`src/rtl/pending_encoder_pkg.sv`:
```
// Shared sizes, scan-direction type and code-to-onehot helper for the 4-input
// pending encoder.
package pending_encoder_pkg;

    localparam int unsigned N_IN   = 4;
    localparam int unsigned CODE_W = 2;

    typedef enum logic {
        ScanDown = 1'b0,
        ScanUp   = 1'b1
    } scan_dir_e;

    function automatic logic [N_IN-1:0] onehot2(input logic [CODE_W-1:0] code);
        logic [N_IN-1:0] vec;
        vec       = '0;
        vec[code] = 1'b1;
        return vec;
    endfunction

endpackage

```
`src/rtl/prio_pick4.sv`:
```
// Combinational 4-way priority picker: first set bit of vec, scanning from
// start either downward or upward with mod-4 wrap.
module prio_pick4
    import pending_encoder_pkg::*;
(
    input  logic [N_IN-1:0]   vec,
    input  logic [CODE_W-1:0] start,
    input  scan_dir_e         dir,
    output logic [CODE_W-1:0] idx,
    output logic              any
);

    logic [CODE_W-1:0] pos;

    always_comb begin
        idx = '0;
        pos = '0;
        any = |vec;
        // Walk the scan order backwards so the highest-priority hit is written last.
        for (int k = N_IN - 1; k >= 0; k--) begin
            pos = (dir == ScanUp) ? start + CODE_W'(k) : start - CODE_W'(k);
            if (vec[pos]) begin
                idx = pos;
            end
        end
    end

endmodule

```
`src/rtl/pending_encoder4in.sv`:
```
// Sequential 4-to-2 encoder: latches request events into a pending register and
// presents a held grant code until the consumer acknowledges it.
module pending_encoder4in
    import pending_encoder_pkg::*;
#(
    parameter int unsigned ROUND_ROBIN = 0,
    parameter int unsigned EDGE_MODE   = 1
) (
    input  logic              clk,
    input  logic              reset_n,
    input  logic [N_IN-1:0]   req,
    input  logic              ack,
    output logic [CODE_W-1:0] code,
    output logic              valid,
    output logic [N_IN-1:0]   pending,
    output logic              lost
);

    logic [N_IN-1:0]   req_q;
    logic [N_IN-1:0]   set;
    logic [N_IN-1:0]   clr;
    logic [N_IN-1:0]   pending_next;
    logic [CODE_W-1:0] rr_last;
    logic [CODE_W-1:0] rr_base;
    logic [CODE_W-1:0] pick_start;
    logic [CODE_W-1:0] pick_idx;
    logic              pick_any;
    logic              accept;
    scan_dir_e         pick_dir;

    assign accept       = valid & ack;
    assign set          = (EDGE_MODE != 0) ? (req & ~req_q) : req;
    assign clr          = accept ? onehot2(code) : '0;
    assign pending_next = (pending & ~clr) | set;

    // rr_last moves on the same edge as the new pick, so scan past the code being retired.
    assign rr_base    = accept ? code : rr_last;
    assign pick_start = (ROUND_ROBIN != 0) ? rr_base + 1'b1 : CODE_W'(N_IN - 1);
    assign pick_dir   = (ROUND_ROBIN != 0) ? ScanUp : ScanDown;

    prio_pick4 u_pick (
        .vec   (pending_next),
        .start (pick_start),
        .dir   (pick_dir),
        .idx   (pick_idx),
        .any   (pick_any)
    );

    always_ff @(posedge clk or negedge reset_n) begin
        if (!reset_n) begin
            req_q   <= '0;
            pending <= '0;
            lost    <= 1'b0;
            rr_last <= CODE_W'(N_IN - 1);
            code    <= '0;
            valid   <= 1'b0;
        end else begin
            req_q   <= req;
            pending <= pending_next;
            lost    <= |(set & pending & ~clr);
            if (accept) begin
                rr_last <= code;
            end
            // Grant is frozen while presented and unacknowledged.
            if (!valid || ack) begin
                valid <= pick_any;
                code  <= pick_idx;
            end
        end
    end

endmodule

```
`config.mk`:
```
export PLATFORM = sky130hd
export DESIGN_NAME = pending_encoder4in
export DESIGN_NICKNAME = d
export VERILOG_FILES = /design/src/rtl/pending_encoder_pkg.sv /design/src/rtl/prio_pick4.sv /design/src/rtl/pending_encoder4in.sv
export SDC_FILE = /design/constraint.sdc
export NUM_CORES = 1
export LEC_CHECK = 0
export ABC_CLOCK_PERIOD_IN_PS = 2340
export CELL_PAD_IN_SITES_DETAIL_PLACEMENT = 1
export CELL_PAD_IN_SITES_GLOBAL_PLACEMENT = 1
export CORE_MARGIN = 1
export CORE_UTILIZATION = 25
export CTS_BUF_LIST = sky130_fd_sc_hd__clkbuf_8
export CTS_CLUSTER_SIZE = 8
export DETAILED_ROUTE_END_ITERATION = 10
export DONT_BUFFER_PORTS = 1
export PLACE_DENSITY_LB_ADDON = 0.2
export RECOVER_POWER = 25
export SLEW_MARGIN = 30
export SYNTH_ARGS = -nofsm -noshare
export SYNTH_HDL_FRONTEND = slang
export SYNTH_HIERARCHICAL = 1
export SYNTH_SLANG_ARGS = --single-unit
export TNS_END_PERCENT = 5
```
`constraint.sdc`:
```
create_clock -name clk -period 2.34 [get_ports clk]
set_clock_uncertainty 0.1 [all_clocks]
set_input_delay 0.585 -clock clk [delete_from_list [all_inputs] [get_ports clk]]
set_output_delay 0.585 -clock clk [all_outputs]
set_load 0.02 [all_outputs]
```
==> results <==
- The flow ran to the end, but the final reports show violations.
- The checks that failed: DRC.
- Buffers placed on the I/O ports in this run total 0.
- In this run the worst path has a maximum fanout of 6.
- The total power is 950.4 uW.
- For the pin with the worst max-slew slack, the measured transition is 0.6437 ns.
- Counting the fill cells in the layout gives 342.
- For this run, the number of Yosys warnings is 6.
- The tightest min-delay check is of the in2reg type.
- For this run, the slowest stage of the critical path takes 0.49 ns.
- In this run the power spent charging and discharging nets is 398.1 uW.
- The HPWL reported at the end of detailed placement is 1.432 mm.
- The core region is 2853 sq um.
- The cell-internal power is 552.3 uW.
- The capturing element type of the critical path is a register.
- Setup violations remaining at the end of the flow were counted as 0.
- The antenna diode instance count is 0.
- Synthesis instantiated 36 different standard cells from the library.
- The share of the clock period used by the worst path after layout is 89.24%.
- The cell count after synthesis is 87.
- After detailed routing, the wire length on met1 is 847 um.
- The element type at the critical path start is a register.
- Global routing used 11.62% of the available tracks.
- STA puts the critical path data required time at 2.42 ns.
- The number of H-tree branching levels is 1.
- The later pin in the worst-skew pair is clocked with a latency of 0.24 ns.
- The via count of the first global-routing pass is 692.
- Leaving out fill and tap cells, the most frequent cells in the layout are 12 x dfrtp_1, 10 x conb_1, 7 x inv_1, 7 x nand2_1, 7 x nor2_1.
- Routability-driven placement finished with a final weighted congestion of 0.7318.
- The die covers 3319 sq um.
- Across the whole layout, storage elements account for 300.3 sq um.
- The detailed-routing iteration count for the pre-antenna-repair pass is 7.
- The share of layout cells above drive strength 1 is 13.13%.
- Once the floorplan was initialized, standard cells occupied 27.11% of the core.
- After synthesis, the mean cell area works out to 8.888 sq um.
- The analysis attributes to cell leakage a power of 0.4023 nW.
- The count of nets after finishing is 108.
- The data arrival time of the critical path is 2.16 ns.
- In this run, the clock network consumes 18.9% of the power.
- The deepest clock path buffer count is 2.
- The uppermost layer routed is met4.
- After detailed routing, the number of vias per cell comes to 5.092.
- The total power density per cell area is 1065 nW/um^2.
- The first global-routing pass estimated 2.932 mm of wire.
- Counting instances, the worst hold path has a depth of 0.
- Based on the critical path, the design can be clocked at up to 0.4789 GHz.
- Wire segments on met3 add up to 59 um in the final route.
- The number of setup buffers added after CTS is 0.
- The TritonCTS buffer count is 3.
- The critical setup path kind is reg2reg.
- The synthesized netlist occupies a cell area of 773.2 sq um.
- Summed over all layers, the global routing overflow is 0.
- The clock period minus worst slack is 2.088 ns.
- The floorplan has 19 rows.
- IR analysis of the VDD net gives a maximum drop of 206.6 uV.
- The count of vias placed by the detailed router is 662.
- In this run, synthesis produced a sequential element count of 12.
- The layout-stage area growth over the synthesis result is 15.37%.
- The number of max-slew violations in the final report came to 0.
- The share of total power in sequential cells is 39.7%.
- The detail route stage leaves a number of antenna-violating nets equal to 0.
- The detailed-routed wire length on met2 is 859 um.
- The routed wirelength normalized by instance count is 13.89 um.
- In the routed design, unresolved DRC markers number 2.
- The number of antenna violations at the first check in global routing is 0.
- The portion of total power attributed to combinational logic is 41.4%.
- After clock tree synthesis, the clock-pin slew on the worst setup and hold paths is 0.05 ns.
- The CTS tree is yes.
- Setup repair after global routing left no endpoint under its margin.
- Summed over all layers, the routed wires come to 1.806 mm.
- The tree is rooted in a clkbuf_8.
- Entering global routing, the biggest net connects 13 pins.
- The signal on the critical path passes through nand4b_1, a22o_1, a21oi_1, mux2i_1, o311a_1, nor3_2, mux2_2.
- The floorplan step set the die width to 57.62 um.
- The clock net in this run drives a total of 12 sinks.
- The slowest stage of the critical path is the dfrtp_1 cell.
- The number of cells on the worst reg-to-reg path is 7.
- The combined area of the multi-input logic cells is 439.2 sq um.
- After synthesis, flip-flops and latches occupy 38.83% of the total area.
- The final count of hold timing violations is 0.
- The initial DRC count is 23.
- Of the total power, the share spent switching nets is 41.89%.
- The max-capacitance violation count is 0.
- The total I/O pin count is 15.
- The die is 57.62 um tall.
- Leaving out fill and tap cells, the most frequent cell in the layout is dfrtp_1.
- Measured against its own limit, the worst slew margin works out to 56.63%.
- The total negative slack is 0 ns.
==> cell families (layout without fill, tap and decap cells) <==
kind of cell    Yosys count  in the layout  synth area share [%]
compound gates           27             27                 25.24
buf+inv                  12             16                 8.252
flops                    12             12                 38.84
mux                       3              3                 4.207
other cells               2             10                0.9712
simple gates             31             31                 22.49
==> worst max-delay path, delay by kind of cell (launching register included) <==
family	cells	cell delay, ns
AO/OA/AOI/OAI	3	0.78
flip-flops	1	0.49
multiplexers	2	0.25
AND/OR/NAND/NOR	2	0.41
==> cell type report <==
class	count	area share, %
sequential	12	33.66
multi-input combinational	71	49.23
inverter	8	3.647
clock buffer	3	4.628
tap	31	4.348
timing repair buffer	5	4.488
==> cells in the mapped netlist (all sizes together) <==
library cell | instances | area (sq um)
or2b | 1 | 7.510
a311oi | 2 | 17.52
o31a | 1 | 8.760
nand4bb | 1 | 11.26
nor2 | 7 | 26.28
inv | 8 | 32.54
a32oi | 2 | 17.52
conb | 2 | 7.510
and3b | 2 | 17.52
buf | 3 | 27.52
nand3b | 1 | 7.510
o22ai | 4 | 25.02
nand4 | 1 | 6.260
o21ai | 5 | 25.02
a211oi | 2 | 15.01
o211a | 1 | 10.01
a311o | 1 | 11.26
clkbuf | 1 | 3.750
nand3 | 1 | 5.000
mux2i | 1 | 10.01
a21oi | 4 | 20.02
dfrtp | 12 | 300.3
mux2 | 2 | 22.52
o311a | 1 | 10.01
nand2b | 4 | 25.02
a22o | 1 | 8.760
nor2b | 1 | 6.260
o21a | 2 | 15.01
and3 | 1 | 6.260
nor3 | 3 | 20.02
o221a | 1 | 11.26
nand2 | 7 | 26.28
nand4b | 1 | 8.760
==> flip-flops by register name, indices dropped and copies added, names as in the netlist <==
register,cells
pending,4
code,2
lost,1
req_q,4
valid,1
==> path summary, 6_finish.rpt <==
| kind | start | to | slack [ns] |
|---|---|---|---|
| max | code[0] | code[0] | 0.25 |
| min | req[3] | req_q[3] | 0.28 |
| max reg2reg | code[0] | code[0] | 0.25 |
| min reg2reg | req_q[3] | pending[3] | 0.57 |
| max in group asynchronous | reset_n | req_q[1] | 1.10 |
| min in group asynchronous | reset_n | code[0] | 0.68 |
==> per-layer routing <==
layer  vias to the layer above  global-route usage (%)
met5                         -                       0
met3                         5                   1.339
li1                        330                       -
met1                       313                   13.81
met2                        14                   19.93
met4                         0                   7.317
==> repair_timing <==
item / 4_1_cts / 5_1_grt
hold buffers: 1 / 0
endpoints found under the setup margin: 0 / 0
hold endpoints to repair: 12 / 0
resized for setup: 0 / 0
==> power groups by stage <==
stage / Sequential, mW / Clock, mW / Combinational [mW]
final: 0.378 / 0.179 / 0.393
after global routing: 0.385 / 0.199 / 0.438
after CTS: 0.378 / 0.189 / 0.389
after detailed placement: 0.381 / 0 / 0.381
after global placement: 0.380 / 0 / 0.383
after floorplan: 0.383 / 0 / 0.269
==> through the flow <==
| stage | instances | utilization (%) | area, sq um | worst slack (ns) | hold WS, ns |
|---|---|---|---|---|---|
| after floorplan | 95 | - | 803.3 | 0.1464 | 0.1894 |
| after global routing | 130 | 31.27 | 892.1 | 0.1351 | 0.2615 |
| after global placement | 126 | 29.47 | 840.8 | 0.2816 | 0.1897 |
| after detailed placement | 126 | 29.47 | 840.8 | 0.2540 | 0.1897 |
| final | 130 | 31.27 | 892.1 | 0.2519 | 0.2752 |
| after CTS | 130 | 31.27 | 892.1 | 0.2347 | 0.2671 |
Note: power is estimated with default switching activity, not from simulation.
